**config.mk**
```make
export PLATFORM = sky130hd
export DESIGN_NAME = instr_decode_stage
export DESIGN_NICKNAME = d
export VERILOG_FILES = /design/src/rtl/instr_decode_stage.sv
export SDC_FILE = /design/constraint.sdc
export NUM_CORES = 1
export LEC_CHECK = 0
export CAP_MARGIN = 20
export CORE_MARGIN = 5
export CORE_UTILIZATION = 35
export DETAILED_ROUTE_END_ITERATION = 10
export PLACE_DENSITY = 0.69
export SLEW_MARGIN = 15
export SYNTH_ARGS = -nofsm -noshare
export SYNTH_HDL_FRONTEND = slang
export SYNTH_SLANG_ARGS = --single-unit
```
**constraint.sdc**
```tcl
create_clock -name clk -period 1.7 [get_ports clk]
set_input_delay 0.34 -clock clk [delete_from_list [all_inputs] [get_ports clk]]
set_output_delay 0.34 -clock clk [all_outputs]
set_load 0.05 [all_outputs]
```
**src/rtl/instr_decode_stage.sv**
```systemverilog
// Registered RV32I/RV64I decode stage: extracts register and function fields, classifies
// the instruction format, builds the sign-extended immediate and holds the result behind
// a valid/ready handshake with flush.
module instr_decode_stage #(
  parameter int XLEN = 32,
  parameter int PC_W = 32
) (
  input  logic            clk,
  input  logic            rst_n,
  input  logic            in_valid,
  output logic            in_ready,
  input  logic [31:0]     in_instr,
  input  logic [PC_W-1:0] in_pc,
  input  logic            flush,
  output logic            out_valid,
  input  logic            out_ready,
  output logic [PC_W-1:0] out_pc,
  output logic [6:0]      out_opcode,
  output logic [4:0]      out_rd,
  output logic [2:0]      out_funct3,
  output logic [4:0]      out_rs1,
  output logic [4:0]      out_rs2,
  output logic [6:0]      out_funct7,
  output logic [2:0]      out_fmt,
  output logic [XLEN-1:0] out_imm,
  output logic            out_rs1_used,
  output logic            out_rs2_used,
  output logic            out_rd_we,
  output logic            out_illegal
);

  typedef enum logic [2:0] {
    FMT_R   = 3'd0,
    FMT_I   = 3'd1,
    FMT_S   = 3'd2,
    FMT_B   = 3'd3,
    FMT_U   = 3'd4,
    FMT_J   = 3'd5,
    FMT_ILL = 3'd7
  } fmt_e;

  fmt_e              w_fmt;
  logic [31:0]       w_imm32;
  logic [XLEN-1:0]   w_imm;
  logic              w_rs1_used;
  logic              w_rs2_used;
  logic              w_rd_we;
  logic              w_in_ready;
  logic              w_load;

  logic              r_valid;
  logic [PC_W-1:0]   r_pc;
  logic [31:0]       r_instr;
  logic [2:0]        r_fmt;
  logic [XLEN-1:0]   r_imm;
  logic              r_rs1_used;
  logic              r_rs2_used;
  logic              r_rd_we;

  // The full opcode includes instr[1:0], so any compressed encoding falls to default.
  // NOTE: every signal written in always_comb gets a default first so no latch is inferred.
  always_comb begin
    w_fmt = FMT_ILL;
    case (in_instr[6:0])
      7'b0110011:                          w_fmt = FMT_R;
      7'b0010011, 7'b0000011, 7'b1100111,
      7'b0001111, 7'b1110011:              w_fmt = FMT_I;
      7'b0100011:                          w_fmt = FMT_S;
      7'b1100011:                          w_fmt = FMT_B;
      7'b0110111, 7'b0010111:              w_fmt = FMT_U;
      7'b1101111:                          w_fmt = FMT_J;
      default:                             w_fmt = FMT_ILL;
    endcase
  end

  always_comb begin
    w_imm32 = '0;
    case (w_fmt)
      FMT_I: w_imm32 = {{20{in_instr[31]}}, in_instr[31:20]};
      FMT_S: w_imm32 = {{20{in_instr[31]}}, in_instr[31:25], in_instr[11:7]};
      FMT_B: w_imm32 = {{19{in_instr[31]}}, in_instr[31], in_instr[7],
                        in_instr[30:25], in_instr[11:8], 1'b0};
      FMT_U: w_imm32 = {in_instr[31:12], 12'b0};
      FMT_J: w_imm32 = {{11{in_instr[31]}}, in_instr[31], in_instr[19:12],
                        in_instr[20], in_instr[30:21], 1'b0};
      default: w_imm32 = '0;
    endcase
  end

  // Every 32-bit immediate already carries instr[31] in its top bit, so widening is a sign extension.
  assign w_imm      = XLEN'($signed(w_imm32));
  assign w_rs1_used = w_fmt inside {FMT_R, FMT_I, FMT_S, FMT_B};
  assign w_rs2_used = w_fmt inside {FMT_R, FMT_S, FMT_B};
  assign w_rd_we    = (w_fmt inside {FMT_R, FMT_I, FMT_U, FMT_J}) && (in_instr[11:7] != 5'd0);

  assign w_in_ready = !r_valid || out_ready;
  assign w_load     = in_valid && w_in_ready && !flush;

  // NOTE: sequential state uses non-blocking assignments so every register samples pre-edge values.
  always_ff @(posedge clk or negedge rst_n) begin
    if (!rst_n) begin
      r_valid    <= 1'b0;
      r_pc       <= '0;
      r_instr    <= '0;
      r_fmt      <= '0;
      r_imm      <= '0;
      r_rs1_used <= 1'b0;
      r_rs2_used <= 1'b0;
      r_rd_we    <= 1'b0;
    end else begin
      if (flush)          r_valid <= 1'b0;
      else if (w_load)    r_valid <= 1'b1;
      else if (out_ready) r_valid <= 1'b0;

      if (w_load) begin
        r_pc       <= in_pc;
        r_instr    <= in_instr;
        r_fmt      <= w_fmt;
        r_imm      <= w_imm;
        r_rs1_used <= w_rs1_used;
        r_rs2_used <= w_rs2_used;
        r_rd_we    <= w_rd_we;
      end
    end
  end

  assign in_ready     = w_in_ready;
  assign out_valid    = r_valid;
  assign out_pc       = r_pc;
  assign out_opcode   = r_instr[6:0];
  assign out_rd       = r_instr[11:7];
  assign out_funct3   = r_instr[14:12];
  assign out_rs1      = r_instr[19:15];
  assign out_rs2      = r_instr[24:20];
  assign out_funct7   = r_instr[31:25];
  assign out_fmt      = r_fmt;
  assign out_imm      = r_imm;
  assign out_rs1_used = r_rs1_used;
  assign out_rs2_used = r_rs2_used;
  assign out_rd_we    = r_rd_we;
  assign out_illegal  = (r_fmt == FMT_ILL);

endmodule

```
==> results_dict.tcl, run 1 <==
set metrics [dict create \
    wirelength_microns 13300 \
    hold_class "in2reg" \
    synthFlopType "dfrtp_1" \
    cts.path.max_buffers 2 \
    cts.sinks 103 \
    ys_seq_elements 103 \
    seqCellArea_sq_um 2580 \
    drt_pass1_iterations 4 \
    slew_headroom 0.712 \
    drive_gt1_frac 0.354 \
    wl_per_cell_microns 15.6 \
    final_cells 854 \
    period_share 1.16 \
    drv_slew 0 \
    worstSetupEndpointType "register" \
    cp_slowest_stage_delay_ns 0.32 \
    path_buf_inv 3 \
    p_leak_nw 3.65 \
    min_period_ns 1.97 \
    clock_skew_ns 0.00862 \
    via_per_inst 4.74 \
    grt_use_total 0.185 \
    synth_area_sq_um 4360 \
    crit_required_ns 1.93 \
    ant_nets 0 \
    violations "setup timing" \
    clkTransAtPathRegs_ns 0.07 \
    cp_top_family "compound AO/OA/AOI/OAI gates" \
    hold_slack_ns 0.211 \
    setup_viol 32 \
    fp-row-count 40 \
    ir_drop_mv 0.687 \
    yosysTopAreaCell "dfrtp_1" \
    syn_avg_cell_area_sq_um 9.70 \
    fill_cells 1057 \
    antenna_cells 0 \
    die_area_sq_um 14800 \
    cp_data_arrival_time_ns 2.20 \
    drt_iter0_markers 295 \
    maxCapViolations 0 \
    overflow 0 \
    power_mw 6.90 \
    dp_slack_ns -1.21 \
    final_nets 751 \
    synth.distinct_cells 49 \
    synthTopCellsByArea "dfrtp_1, nand2_1, a221o_1" \
    place.gp.congestion 0.862 \
    yosys_warnings 0 \
    multi_input_comb_area_sq_um 1850 \
    tns_ns -5.06 \
    hpwl_microns 10100 \
    async_flop_share 1.00 \
    dpl_cell_area_sq_um 6530 \
    antenna_found_initial 0 \
    vias 4049 \
    start_util 0.360 \
    powerDensity_nw_per_um2 973 \
    areaGrowthSynthToFinish_pct 62.8 \
    grt_max_degree 32 \
    synth_edf_count 0 \
    fin_ws_ns -0.267 \
    ys_seq_area_frac 0.592 \
    syn-num-nets 519 \
    yosys.area.top_type_share 0.592 \
    status "finished, violations left" \
    path_class "in2reg" \
    cts_buffers 9 \
    final_common_cell "nand2_1" \
    drc 0 \
    crit_path_top_delay_cell "a221o_1" \
    die_h_microns 122 \
    cts_max_level 3 \
    fmax_mhz 508 \
    die_w_microns 122 \
    critPathMaxFanout 6 \
    tightest_slew_ns 0.432 \
    fin_util 0.585 \
    root_buffer "clkbuf_16" \
    portBuffers 173 \
    cts_tree "yes" \
    layout_common_cells "nand2_1, buf_4, dfrtp_1" \
    insertion_delay_ns 0.35 \
    grt_pass1_vias 4159 \
    fp.coreArea_sq_um 12100 \
    ios 174 \
    dp_cells 825 \
    fin_area_sq_um 7090 \
    rsz0062_at_grt "yes" \
    syn_inst 449 \
    hold_viol 0 \
    crit_chain "buf_8 > nor3b_2 > a31o_1 > and3_4 > inv_2 > ha_4 > buf_6 > o41ai_4 > and2_4 > o211a_4 > nor2b_4 > a221o_1" \
    cp-start-kind "input port" \
    grt_pass1_wl_microns 21500 \
]
## cell type report
class	instances	area share
Sequential cell	103	0.364
Timing Repair Buffer	247	0.305
Multi-Input combinational cell	316	0.260
Clock buffer	10	0.0323
Tap cell	168	0.0296
Clock inverter	6	0.00618
Inverter	4	0.00282
## final timing paths
path	slack, ns	end	from	cells past startpoint
setup / recovery	-0.27	out_imm[23]$_DFFE_PN0P_	in_instr[4]	12
max in group asynchronous	0.69	out_pc[27]$_DFFE_PN0P_	rst_n	3
setup reg to reg	-0.10	out_imm[24]$_DFFE_PN0P_	out_valid$_DFFE_PN0P_	8
hold / removal	0.21	r_instr[3]$_DFFE_PN0P_	in_instr[3]	3
hold reg to reg	0.48	out_pc[19]$_DFFE_PN0P_	out_pc[19]$_DFFE_PN0P_	2
min in group asynchronous	0.47	out_imm[30]$_DFFE_PN0P_	rst_n	2
## cells in the mapped netlist (all sizes together) (2+ instances only)
master	count
dfrtp	103
a221o	23
o2bb2ai	2
buf	16
nor3	3
and3	8
nor2b	6
nand3b	3
o21ai	14
a32oi	3
o21a	3
and2	5
inv	4
o41ai	2
nand2	209
nor2	8
mux2	2
a21oi	3
nor4b	2
nor3b	2
clkbuf	11
## cells by family after synthesis
| logic type | after synthesis | synth area share |
|---|---|---|
| flops | 103 | 0.592 |
| simple gates | 252 | 0.246 |
| mux | 3 | 0.00747 |
| buf+inv | 31 | 0.0339 |
| fa+ha+maj | 1 | 0.00287 |
| xor+xnor | 1 | 0.00201 |
| compound gates | 58 | 0.116 |
## routing by layer
layer  global-route usage  wire length [microns]
met5                    0                      0
met2                0.301                   6500
met4               0.0469                    189
met1                0.238                   5690
met3               0.0613                    965
## flip-flops by register name (all words and copies together), names as in the netlist
register,count
out_rd_we,1
r_instr,32
out_rs2_used,1
out_fmt,3
out_valid,1
out_pc,32
out_rs1_used,1
out_imm,32
## repair_timing
| item | in CTS | in global routing |
|---|---|---|
| endpoints found under the hold margin | 27 | 0 |
| hold buffers | 1 | 0 |
| gates cloned | 2 | 0 |
| pin swaps | 31 | 17 |
| buffers inserted | 10 | 3 |
| resized for setup | 63 | 23 |
| setup endpoints to repair | 39 | 75 |
## power by group
| group | switching, mW | internal (mW) |
|---|---|---|
| Clock | 0.921 | 1.00 |
| Sequential | 0.140 | 2.69 |
| Combinational | 1.41 | 0.728 |
## worst reg2reg max path, stage by stage, from the launching register on
cell and delay, ns:
dfrtp_2 0.41, nor2b_4 0.14, nor3b_4 0.30, buf_4 0.18
buf_4 0.18, nand2_1 0.14, nor2_4 0.14, buf_6 0.14
a221o_1 0.11
(Power assumes the default switching activity.)
==> inputs of run 2 (changes only) <==
Settings changed: DONT_BUFFER_PORTS set to 1, PLACE_DENSITY 0.69 to unset.
==> run 2 against run 1 <==
  * The run ends with hold timing, setup timing left
  * First-iteration DRC count decreased by 44%
  * Count of clock-buffer cells in the layout unchanged
  * Sequential power increased by 31%
  * Hold slack got worse by 0.53 ns
  * Clock skew down 0.0021 ns
  * Die area is the same
  * Clock power up 16%
  * Worst setup slack gained 0.12 ns
  * Critical path type unchanged
  * Critical endpoint is now out_imm[21]$_DFFE_PN0P_
  * Largest power group unchanged
==> results_dict.tcl, run 2 (synthesis gave the netlist of run 1 again) <==
set metrics [dict create \
    cts.path.max_buffers 2 \
    hold_class "in2async" \
    wl_per_cell_microns 18.9 \
    start_util 0.360 \
    power_mw 6.48 \
    grtUsageMet2 0.276 \
    use_met1 0.199 \
    violations "hold timing, setup timing" \
    cts.sinks 103 \
    die_h_microns 122 \
    areaGrowthSynthToFinish_pct 21.7 \
    place.gp.congestion 0.852 \
    crit_required_ns 1.99 \
    grt_max_degree 104 \
    r2r_end "out_imm[21]$_DFFE_PN0P_" \
    cts_tree "yes" \
    antenna_found_initial 0 \
    via_per_inst 5.10 \
    path_buf_inv 3 \
    root_buffer "clkbuf_16" \
    portBuffers 0 \
    final_common_cell "nand2_1" \
    clock_skew_ns 0.00648 \
    maxCapViolations 0 \
    powerDensity_nw_per_um2 1220 \
    cts_buffers 9 \
    p_leak_nw 2.67 \
    dp_slack_ns -0.636 \
    fp-row-count 40 \
    wirelength_microns 12300 \
    fp.coreArea_sq_um 12100 \
    clkTransAtPathRegs_ns 0.07 \
    fin_util 0.438 \
    r2r_slack_ns -0.08 \
    ant_nets 0 \
    die_w_microns 122 \
    vias 3315 \
    crit_path_top_delay_cell "o311ai_2" \
    worstSetupEndpointType "register" \
    ir_drop_mv 0.525 \
    top_usage_layer "met2" \
    crit_top_cell "inv_4" \
    layout_common_cells "nand2_1, dfrtp_1, buf_4" \
    path_class "in2reg" \
    drt_pass1_iterations 5 \
    period_share 1.09 \
    grt_pass1_vias 3476 \
    reg2reg_depth 8 \
    hold_viol 103 \
    cp_slowest_stage_delay_ns 0.27 \
    rsz0062_at_grt "yes" \
    hold_slack_ns -0.320 \
    grt_pass1_wl_microns 19000 \
    die_area_sq_um 14800 \
    fin_ws_ns -0.151 \
    antenna_cells 0 \
    worstSetupPathDepth 12 \
    fmax_mhz 540 \
    grt_use_total 0.164 \
    cts_max_level 3 \
    drive_gt1_frac 0.197 \
    drt_iter0_markers 164 \
    min_period_ns 1.85 \
    slew_headroom 0.619 \
    final_nets 548 \
    drc 0 \
    critPathMaxFanout 15 \
    cp-start-kind "input port" \
    cp_data_arrival_time_ns 2.14 \
    cp_top_family "compound AO/OA/AOI/OAI gates" \
    tightest_slew_ns 0.571 \
    rr_startpoint "out_valid$_DFFE_PN0P_" \
    setup_viol 25 \
    ios 174 \
    hpwl_microns 8910 \
    grt_use_met3 0.0427 \
    status "finished, violations left" \
    crit_chain "nor3b_4 > a31o_1 > and3_4 > inv_4 > ha_4 > inv_4 > mux2i_1 > o311ai_2 > o211ai_2 > nor2_2 > buf_6 > a221o_1" \
    insertion_delay_ns 0.35 \
    overflow 0 \
    drv_slew 0 \
]
run 2: power by group:
| part | internal, mW | switching [mW] |
|---|---|---|
| logic | 0.225 | 0.331 |
| clock network | 1.32 | 0.897 |
| registers | 2.68 | 1.03 |
| total | 4.23 | 2.26 |
run 2: cell type report:
| type | instances | area, sq um |
|---|---|---|
| inverter | 4 | 20.0 |
| sequential | 103 | 2580 |
| multi-input combinational | 316 | 1780 |
| clock inverter | 5 | 81.3 |
| clock buffer | 10 | 239 |
| timing repair buffer | 44 | 393 |
| fill | 1187 | 6810 |
| tap | 168 | 210 |
run 2: through the flow:
step / hold slack, ns / instance area [sq um] / setup TNS [ns] / cells
floorplan: 0.0444 / 4460 / -15.22 / 449
global placement: 0.0465 / 4830 / -16.85 / 629
detailed placement: 0.0461 / 4830 / -18.44 / 629
CTS: -0.339 / 5220 / -3.36 / 649
global route: -0.339 / 5300 / -4.45 / 650
finish: -0.320 / 5300 / -2.73 / 650
run 2: routing by layer:
| layer | share of wire | wire length, microns |
|---|---|---|
| met1 | 0.41 | 5070 |
| met2 | 0.50 | 6110 |
| met3 | 0.071 | 880 |
| met4 | 0.021 | 256 |
| met5 | 0 | 0 |
run 2: how the worst max path moves through the flow:
stage | start | end | slack [ns]
2_1_floorplan | in_instr[3] | out_imm[21]$_DFFE_PN0P_ | -0.62
3_3_place_gp | in_instr[5] | out_imm[28]$_DFFE_PN0P_ | -0.55
3_5_place_dp | in_instr[6] | out_imm[21]$_DFFE_PN0P_ | -0.64
4_1_cts | in_instr[4] | out_imm[19]$_DFFE_PN0P_ | -0.14
5_1_grt | in_instr[6] | out_imm[21]$_DFFE_PN0P_ | -0.20
6_report | in_instr[6] | out_imm[21]$_DFFE_PN0P_ | -0.15
run 2: repair_timing:
item | CTS | global route
endpoints found under the hold margin | 103 | 103
buffers inserted | 4 | 2
gates cloned | 1 | 1
resized for setup | 19 | 18
endpoints found under the setup margin | 39 | 96
pin swaps | 9 | 19
==> inputs of run 3 (changes only) <==
Settings changed: CAP_MARGIN 20 to 15.
==> results of run 3 <==
The final DEF is identical to that of run 2; final timing and power are the same.
